<file path="src/rtl/sfr_bank.sv">
// Byte-strobed special function register bank with one-cycle registered
// read/write responses, out-of-range error flagging and a saturating error count.
module sfr_bank #(
    parameter int                    ADDR_WIDTH  = 8,
    parameter int                    DATA_WIDTH  = 32,
    parameter int                    NUM_REGS    = 16,
    parameter logic [DATA_WIDTH-1:0] RESET_VALUE = '0
) (
    input  logic                    clk,
    input  logic                    reset,
    input  logic [ADDR_WIDTH-1:0]   address,
    input  logic [DATA_WIDTH-1:0]   write_data,
    input  logic [DATA_WIDTH/8-1:0] wstrb,
    input  logic                    we,
    input  logic                    re,
    output logic [DATA_WIDTH-1:0]   read_data,
    output logic                    read_valid,
    output logic                    write_ack,
    output logic                    resp_err,
    output logic [7:0]              err_count
);

    localparam int NB = DATA_WIDTH / 8;
    localparam int IW = (NUM_REGS > 1) ? $clog2(NUM_REGS) : 1;

    logic [DATA_WIDTH-1:0] r_regs [NUM_REGS];
    logic [DATA_WIDTH-1:0] r_read_data;
    logic                  r_read_valid;
    logic                  r_write_ack;
    logic                  r_resp_err;
    logic [7:0]            r_err_count;

    logic                  w_in_range;
    logic [IW-1:0]         w_idx;
    logic [DATA_WIDTH-1:0] w_rd_word;
    logic                  w_rd_err;
    logic                  w_wr_err;
    logic [8:0]            w_err_sum;
    logic [7:0]            w_err_next;

    // Extra top bit lets NUM_REGS == 2**ADDR_WIDTH compare correctly.
    assign w_in_range = {1'b0, address} < (ADDR_WIDTH + 1)'(NUM_REGS);
    assign w_idx      = address[IW-1:0];
    assign w_rd_word  = w_in_range ? r_regs[w_idx] : '0;
    assign w_rd_err   = re & ~w_in_range;
    assign w_wr_err   = we & ~w_in_range;
    assign w_err_sum  = {1'b0, r_err_count} + 9'(w_rd_err) + 9'(w_wr_err);
    assign w_err_next = w_err_sum[8] ? 8'hFF : w_err_sum[7:0];

    always_ff @(posedge clk) begin
        if (reset) begin
            for (int k = 0; k < NUM_REGS; k++) begin
                r_regs[k] <= RESET_VALUE;
            end
            r_read_data  <= '0;
            r_read_valid <= 1'b0;
            r_write_ack  <= 1'b0;
            r_resp_err   <= 1'b0;
            r_err_count  <= 8'd0;
        end else begin
            r_read_valid <= re;
            r_write_ack  <= we;
            r_resp_err   <= w_rd_err | w_wr_err;
            r_err_count  <= w_err_next;
            if (re) begin
                r_read_data <= w_rd_word;
            end
            for (int i = 0; i < NB; i++) begin
                if (we && w_in_range && wstrb[i]) begin
                    r_regs[w_idx][8*i +: 8] <= write_data[8*i +: 8];
                end
            end
        end
    end

    // A response whose output cycle coincides with reset is squashed.
    assign read_valid = r_read_valid & ~reset;
    assign write_ack  = r_write_ack & ~reset;
    assign resp_err   = r_resp_err & ~reset;
    assign read_data  = r_read_data;
    assign err_count  = r_err_count;

endmodule

</file>
<file path="config.mk">
export PLATFORM = sky130hd
export DESIGN_NAME = sfr_bank
export DESIGN_NICKNAME = d
export VERILOG_FILES = /design/src/rtl/sfr_bank.sv
export SDC_FILE = /design/constraint.sdc
export NUM_CORES = 1
export LEC_CHECK = 0
export BUFFER_PORTS_ARGS = -buffer_cell sky130_fd_sc_hd__clkbuf_2
export CORE_AREA = 2 2 278 280
export CTS_CLUSTER_SIZE = 16
export DETAILED_ROUTE_END_ITERATION = 16
export DIE_AREA = 0 0 280 282
export PLACE_DENSITY = 0.49
export SLEW_MARGIN = 20
export SYNTH_ARGS = -nofsm -noshare
export SYNTH_HDL_FRONTEND = slang
export SYNTH_SLANG_ARGS = --single-unit
</file>
<file path="constraint.sdc">
create_clock -name clk -period 2.6 [get_ports clk]
set_clock_uncertainty 0.05 [all_clocks]
set_input_delay 0.39 -clock clk [delete_from_list [all_inputs] [get_ports clk]]
set_output_delay 0.39 -clock clk [all_outputs]
set_load 0.02 [all_outputs]
</file>
==> impl_results.md, run 1 <==
* CP startpoint kind: primary input
* Final setup vio count at 0
* Initial antenna violation count at 3
* DP HPWL at 46800 um
* Crit. Startpoint: address[4]
* Top_reg_cell synth: edfxtp_1
* Ranking of synthesized cells by area: edfxtp_1 (59%), and2_1 (12%), mux4_2 (11%)
* Simple-Gate Fraction of Synth Area at 20.9%
* MaxCap Viol Count at 0
* Period utilization at 75.3%
* Die Span Y at 282 um
* Reg2reg path depth at 3
* Non-filler instance count after layout at 2840
* Endpoint class of the critical path: flop
* Synth warn at 0
* Fillers at 6825
* Routability congestion estimate at 0.767
* Setup repair after global routing missed its margin: false
* Vias in the first global route at 14.9k
* Layout area overhead at 16.7%
* Gr ovfl total at 0
* Final hold violation count at 0
* Yosys top cell area share at 58.5%
* Synth Register Bits at 555
* Synth Net Count at 1688
* Clock-pin slew on the worst setup and hold paths at 60 ps
* Fmax at 0.511 GHz
* Avg Cell Area, Syn at 16.0 um2
* Fin Setup TNS at 0 ps
* Async SR Flop Fraction at 0%
* Mapped Cells at 1639
* CTS Buf Count at 61
* Final Max Tran Viols at 0
* Die W at 280 um
* Deepest clock path buffer count at 3
* Mapped cell area at 26300 um2
* Die footprint at 79000 um2
* Worst-Margin Slew at 810 ps
* Synth cell types at 45
* Root buffer cell: clkbuf_16
* Post-synth EDFFs at 512
* Critical-path cell list: clkbuf_2, or4_4, and2_4, fa_2, and4_1, nand4_1, a31oi_1
* Final WL at 68700 um
* Post-CTS Resized at 0
* Slew margin rel. at 46.0%
* Leak pwr at 10.8 nW
* Gr usage total at 17.6%
* Min setup slack post-route at 642 ps
* # DRC at 0
* Antenna Nets Post-Route at 0
* Setup WS pre-CTS at 29.0 ps
* Core Box Area at 75700 um2
* Initial core utilization at 34.7%
* Slowest-stage cell, CP: or4_4
* Worst path required time at 3030 ps
* Hold Crit Class: primary input to flop
* R2R setup slack at 940 ps
* Crit-path max cell delay at 630 ps
* WP data arrival at 2390 ps
* Complex-gate fraction of the synthesized area at 2.38%
* Worst skew pair latency at 610 ps
* Via count at 14.5k
* Top-count cell post-synth: and2_1
* CTS tree: built
* # hold bufs at CTS at 0
* CTS H-Tree Depth at 2
* Commonest cells post-synth: and2_1 (514), edfxtp_1 (512), mux4_2 (128)
* Io pins at 91
* Row count at 101
* Status: finished clean
* Crit Path Max Fanout at 7
* Reg-to-Reg Start: r_regs[9][22]$_SDFFCE_PN0P_
* First-pass GRT wire length at 102000 um
* IO buf count at 90
* WL per Instance at 24.2 um
* XOR/XNOR share of the synthesized area at 0.100%
* Synth area leader: edfxtp_1
* Fin crit period at 1960 ps
* Vias per inst at 5.10
* Setup Fix Bufs, Post-CTS at 0
* Drt first pass iters at 5
* Maximum VDD drop at 0.521 mV
* Pwr Density at 658 nW/um2
* Share of cells above drive strength 1 at 29.8%
* Clk sinks at 555
* Largest family of logic cells by synthesized area: simple AND/OR/NAND/NOR gates
* Synth Area in Adders at 0.0762%
* FF-to-FF End: read_data[22]$_SDFFE_PP0P_
* Crit path to: err_count[5]$_SDFF_PP0_
* Critical path class: primary input to flop
* Antenna diodes at 0
* Fraction of synthesized area in multiplexers at 12.2%
* Sequential fraction of the synthesis area at 61.8%
* Largest net degree at the start of global routing at 69
* Post-Place Cells at 2730
* Drt initial violations at 1203
* Final nets at 1864
-- routing by layer --
layer	share of wire [%]	GRT usage [%]	up-vias
met5	0.019	0	-
li1	-	-	6622
met2	45	27.2	361
met4	2.0	4.47	2
met1	48	25.7	7422
met3	5.2	2.93	77
-- registers in the layout, summed over array words and instances, names as in the netlist --
name	flops
r_regs	512
read_data	32
err_count	8
r_read_valid	1
r_resp_err	1
r_write_ack	1
-- where the power goes --
part / switching [mW] / internal [mW] / leakage, nW / total [mW]
clock: 3.49 / 4.90 / 0.944 / 8.38
sequential: 0.149 / 10.1 / 5.21 / 10.3
combinational: 0.930 / 0.566 / 4.65 / 1.50
-- critical path, delay by kind of cell --
kind,cells,cell delay [ps]
compound gates,1,110
simple gates,4,1370
buf+inv,1,110
fa+ha+maj,1,390
-- through the flow --
| stage | utilization, % | hold WS [ps] | power (mW) | cell area (um2) |
|---|---|---|---|---|
| 2_1_floorplan | - | 538 | 11.3 | 26300 |
| 3_3_place_gp | 38.0 | 462 | 12.0 | 28700 |
| 3_5_place_dp | 38.0 | 469 | 12.0 | 28700 |
| 4_1_cts | 40.5 | 199 | 20.4 | 30700 |
| 5_1_grt | 40.5 | 239 | 20.8 | 30700 |
| 6_report | 40.5 | 250 | 20.2 | 30700 |
-- cell type report --
class	instances	area [um2]	share of cell area, %
Tap cell	978	1220	3.99
Multi-Input combinational cell	950	9400	30.6
Inverter	7	26.3	0.0857
Sequential cell	555	16200	52.9
Clock inverter	29	245	0.800
Clock buffer	81	1680	5.48
Timing Repair Buffer	240	1860	6.06
-- kinds of logic (layout without fill, tap and decap cells) --
logic type	count (synthesis)	in the layout
mux	160	160
fa+ha+maj	1	1
compound gates	74	74
flops	555	555
buf+inv	134	357
xor+xnor	3	3
simple gates	712	712
-- worst min path at each step --
stage | cells after the start | slack [ps] | start | end
2_1_floorplan | 1 | 540 | write_data[0] | r_regs[0][0]$_SDFFCE_PN0P_
3_3_place_gp | 2 | 460 | err_count[7]$_SDFF_PP0_ | err_count[7]$_SDFF_PP0_
3_5_place_dp | 2 | 470 | err_count[7]$_SDFF_PP0_ | err_count[7]$_SDFF_PP0_
4_1_cts | 3 | 200 | reset | r_read_valid$_SDFF_PP0_
5_1_grt | 3 | 240 | reset | r_read_valid$_SDFF_PP0_
6_report | 3 | 250 | reset | r_read_valid$_SDFF_PP0_
-- cells in the final DEF (no fill, tap or decap), types with 2 or more instances in the layout --
cell type and count:
and2_1 513, edfxtp_1 512, buf_4 131, mux4_2 128
clkbuf_2 86, nor4_4 65, clkbuf_16 61, or2_1 43
dfxtp_1 43, nand4_1 35, a32oi_1 32, mux2i_1 32
o221ai_1 32, or2_2 21, buf_12 21, clkinv_2 13
clkbuf_1 12, clkbuf_8 9, clkinv_1 8, inv_1 7
a21oi_1 5, nor2_1 4, nand4bb_1 4, nor2b_1 4
clkinvlp_4 4, bufinv_16 4, or4bb_1 2, or4b_1 2
nand4b_2 2, nand4b_1 2, nand3b_1 2, a31oi_1 2
xnor2_1 2
Power figures use the tool's default switching activity.
==> run 2, diff against run 1 <==
--- a/config.mk
+++ b/config.mk
@@ -10,7 +10,7 @@
 export CTS_CLUSTER_SIZE = 16
 export DETAILED_ROUTE_END_ITERATION = 16
 export DIE_AREA = 0 0 280 282
-export PLACE_DENSITY = 0.49
+export PLACE_DENSITY = 0.48
 export SLEW_MARGIN = 20
 export SYNTH_ARGS = -nofsm -noshare
 export SYNTH_HDL_FRONTEND = slang
==> constraint.sdc (replaced) <==
create_clock -name clk -period 2.05 [get_ports clk]
set_clock_uncertainty 0.05 [all_clocks]
set_input_delay 0.3075 -clock clk [delete_from_list [all_inputs] [get_ports clk]]
set_output_delay 0.3075 -clock clk [all_outputs]
set_load 0.02 [all_outputs]
==> run 2 against run 1 <==
  * Non-clock buffer count increased by 4
  * Global-route usage grew 0.21 points
  * Wire length grew 0.42%
  * Clock power grew 25%
  * Power rose by 26%
  * Critical path type unchanged
  * Die area did not move
  * Setup slack worse by 430 ps
  * First-iteration DRC count decreased by 5.7%
==> impl_results.md, run 2 (synthesis results as in run 1) <==
* Crit Path Max Fanout at 7 (unchanged)
* R2R setup slack at 430 ps (-510 ps)
* Hold Startpoint: we
* Post-Place Cells at 2733 (+0.11%)
* FF-to-FF End: read_data[19]$_SDFFE_PP0P_
* Design area at 30900 um2 (+0.61%)
* Worst skew pair latency at 620 ps (about the same)
* Clk sinks at 555 (unchanged)
* Final setup vio count at 0 (unchanged)
* Worst path required time at 2500 ps (-530 ps)
* Sequential power share at 51.2% (+0.2 points)
* Leak pwr at 10.9 nW (+1.1%)
* Fin Setup TNS at 0 ps (unchanged)
* Internal power at 19.7 mW (+26%)
* Share of cells above drive strength 1 at 32.3% (+2.5 points)
* WP data arrival at 2290 ps (-100 ps)
* Clock Power Share at 41.1% (-0.5 points)
* IO buf count at 90 (unchanged)
* Final hold violation count at 0 (unchanged)
* Post-CTS Resized at 0 (unchanged)
* Drt initial violations at 1135 (-5.7%)
* Pwr Density at 826 nW/um2 (+26%)
* Via count at 14.4k (-0.32%)
* Vias per inst at 5.07 (-0.53%)
* Final WL at 68900 um (+0.42%)
* Layout area overhead at 17.4%
* Fillers at 6814 (-0.16%)
* Clock-pin slew on the worst setup and hold paths at 60 ps (about the same)
* Maximum VDD drop at 0.625 mV (+20%)
* Setup repair after global routing missed its margin: false
* First-pass GRT wire length at 103000 um (+1.4%)
* Period utilization at 89.8%
* Hold slack at 60.5 ps (-189 ps)
* CTS Buf Count at 60 (-1.6%)
* Status: finished clean
* Non-filler instance count after layout at 2846 (+0.21%)
* Setup WS pre-CTS at -411 ps (-440 ps)
* Largest net degree at the start of global routing at 75 (+8.7%)
* Row count at 101 (unchanged)
* Die Span Y at 282 um (unchanged)
* Gr usage total at 17.8% (+0.21 points)
* CTS tree: built
* MaxCap Viol Count at 0 (unchanged)
* Min setup slack post-route at 210 ps (-432 ps)
* Vias in the first global route at 15.2k (+1.8%)
* Sw Share at 22.9% (+0.28 points)
* # DRC at 0 (unchanged)
* Setup Fix Bufs, Post-CTS at 0 (unchanged)
* Reg-to-Reg Start: r_regs[8][19]$_SDFFCE_PN0P_
* CTS H-Tree Depth at 2 (unchanged)
* Most frequent cells in the layout: and2_1 (513), edfxtp_1 (512), buf_4 (133), mux4_2 (128), clkbuf_2 (86)
* Critical path class: primary input to flop
* Initial antenna violation count at 0 (-3)
* Routability congestion estimate at 0.761 (-0.77%)
* P_sw at 5.84 mW (+28%)
* Die footprint at 79000 um2 (unchanged)
* Die W at 280 um (unchanged)
* Antenna Nets Post-Route at 0 (unchanged)
* Endpoint class of the critical path: flop
* Io pins at 91 (unchanged)
* Max reg flops at 512 (unchanged)
* Worst hold stages at 3 (unchanged)
* Min-Delay Endpoint: r_write_ack$_SDFF_PP0_
* Fin crit period at 1840 ps
* Logic pwr share at 7.7% (+0.3 points)
* CP startpoint kind: primary input
* Initial core utilization at 34.7% (unchanged)
* Placed Area at 28900 um2 (+0.71%)
* Hold Crit Class: primary input to flop
* Final nets at 1867 (+0.16%)
* Deepest clock path buffer count at 3 (unchanged)
* Fmax at 0.543 GHz
* DP HPWL at 46600 um (-0.39%)
* Reg with most FFs: r_regs
* Worst-Margin Slew at 548 ps (-261 ps)
* Gr ovfl total at 0 (unchanged)
* Antenna diodes at 0 (unchanged)
* Core Box Area at 75700 um2 (unchanged)
* WL per Instance at 24.2 um (+0.21%)
* Final Max Tran Viols at 0 (unchanged)
* Drt first pass iters at 5 (unchanged)
* Root buffer cell: clkbuf_16
* Reg2reg path depth at 3 (unchanged)
* Slew margin rel. at 63.4% (+17 points)
* Commonest non-fill, non-tap cell in the layout: and2_1
-- run 2: cell count changes in the layout (fill, tap and decap cells not counted), moves of 3 or more --
cell      before  now
clkbuf_1      12    9
clkbuf_8       9    5
clkinv_1       8   16
or2_1         43    0
or2_2         21   15
or2_4          0   49
or4b_4         1    4
-- run 2: power groups by stage --
stage | Combinational (mW) | Sequential, mW | Clock [mW]
after CTS | 2.02 | 13.1 | 10.7
after global placement | 2.00 | 13.3 | 0
after detailed placement | 2.01 | 13.3 | 0
after floorplan | 1.23 | 13.2 | 0
after global routing | 2.10 | 13.1 | 11.1
final | 1.97 | 13.0 | 10.5
-- run 2: worst max-delay path by stage --
stage	slack [ps]	to	start
floorplan	-440	err_count[5]$_SDFF_PP0_	address[6]
global placement	-370	err_count[5]$_SDFF_PP0_	address[6]
detailed placement	-410	err_count[5]$_SDFF_PP0_	address[6]
CTS	250	err_count[5]$_SDFF_PP0_	address[6]
global route	9	err_count[4]$_SDFF_PP0_	re
finish	210	err_count[5]$_SDFF_PP0_	address[6]
-- run 2: area by class of cell --
class                   instances  area (um2)  share of cell area [%]
clock buffers                  75        1640                    5.32
clock inverters                37         259                   0.839
inverters                       7        26.3                  0.0852
multi-input cells             950        9570                    31.0
flip-flops and latches        555       16200                    52.6
well taps                     978        1220                    3.97
repair buffers                244        1900                    6.17
-- run 2: metrics by stage --
step	total power, mW	utilization, %
CTS	25.8	40.8
global route	26.3	40.8
finish	25.5	40.8
global placement	15.3	38.2
floorplan	14.4	-
detailed placement	15.3	38.2
-- run 2: per-layer routing --
layer	vias up	track usage [%]	share of wire, %
met5	-	0	0
met4	0	4.25	2.1
met3	84	2.59	3.8
met2	270	29.7	49
met1	7439	24.5	46
li1	6645	-	-
-- run 2: worst max-delay path: stages --
cell and delay [ps]:
clkbuf_2 110, or4_4 630, and2_4 200, fa_2 360
and4_1 300, nand4_1 250, a31oi_1 110
-- run 2: timing repair --
action,in CTS,in global routing
setup endpoints to repair,0,0
hold endpoints to repair,1,0
hold buffers,1,0
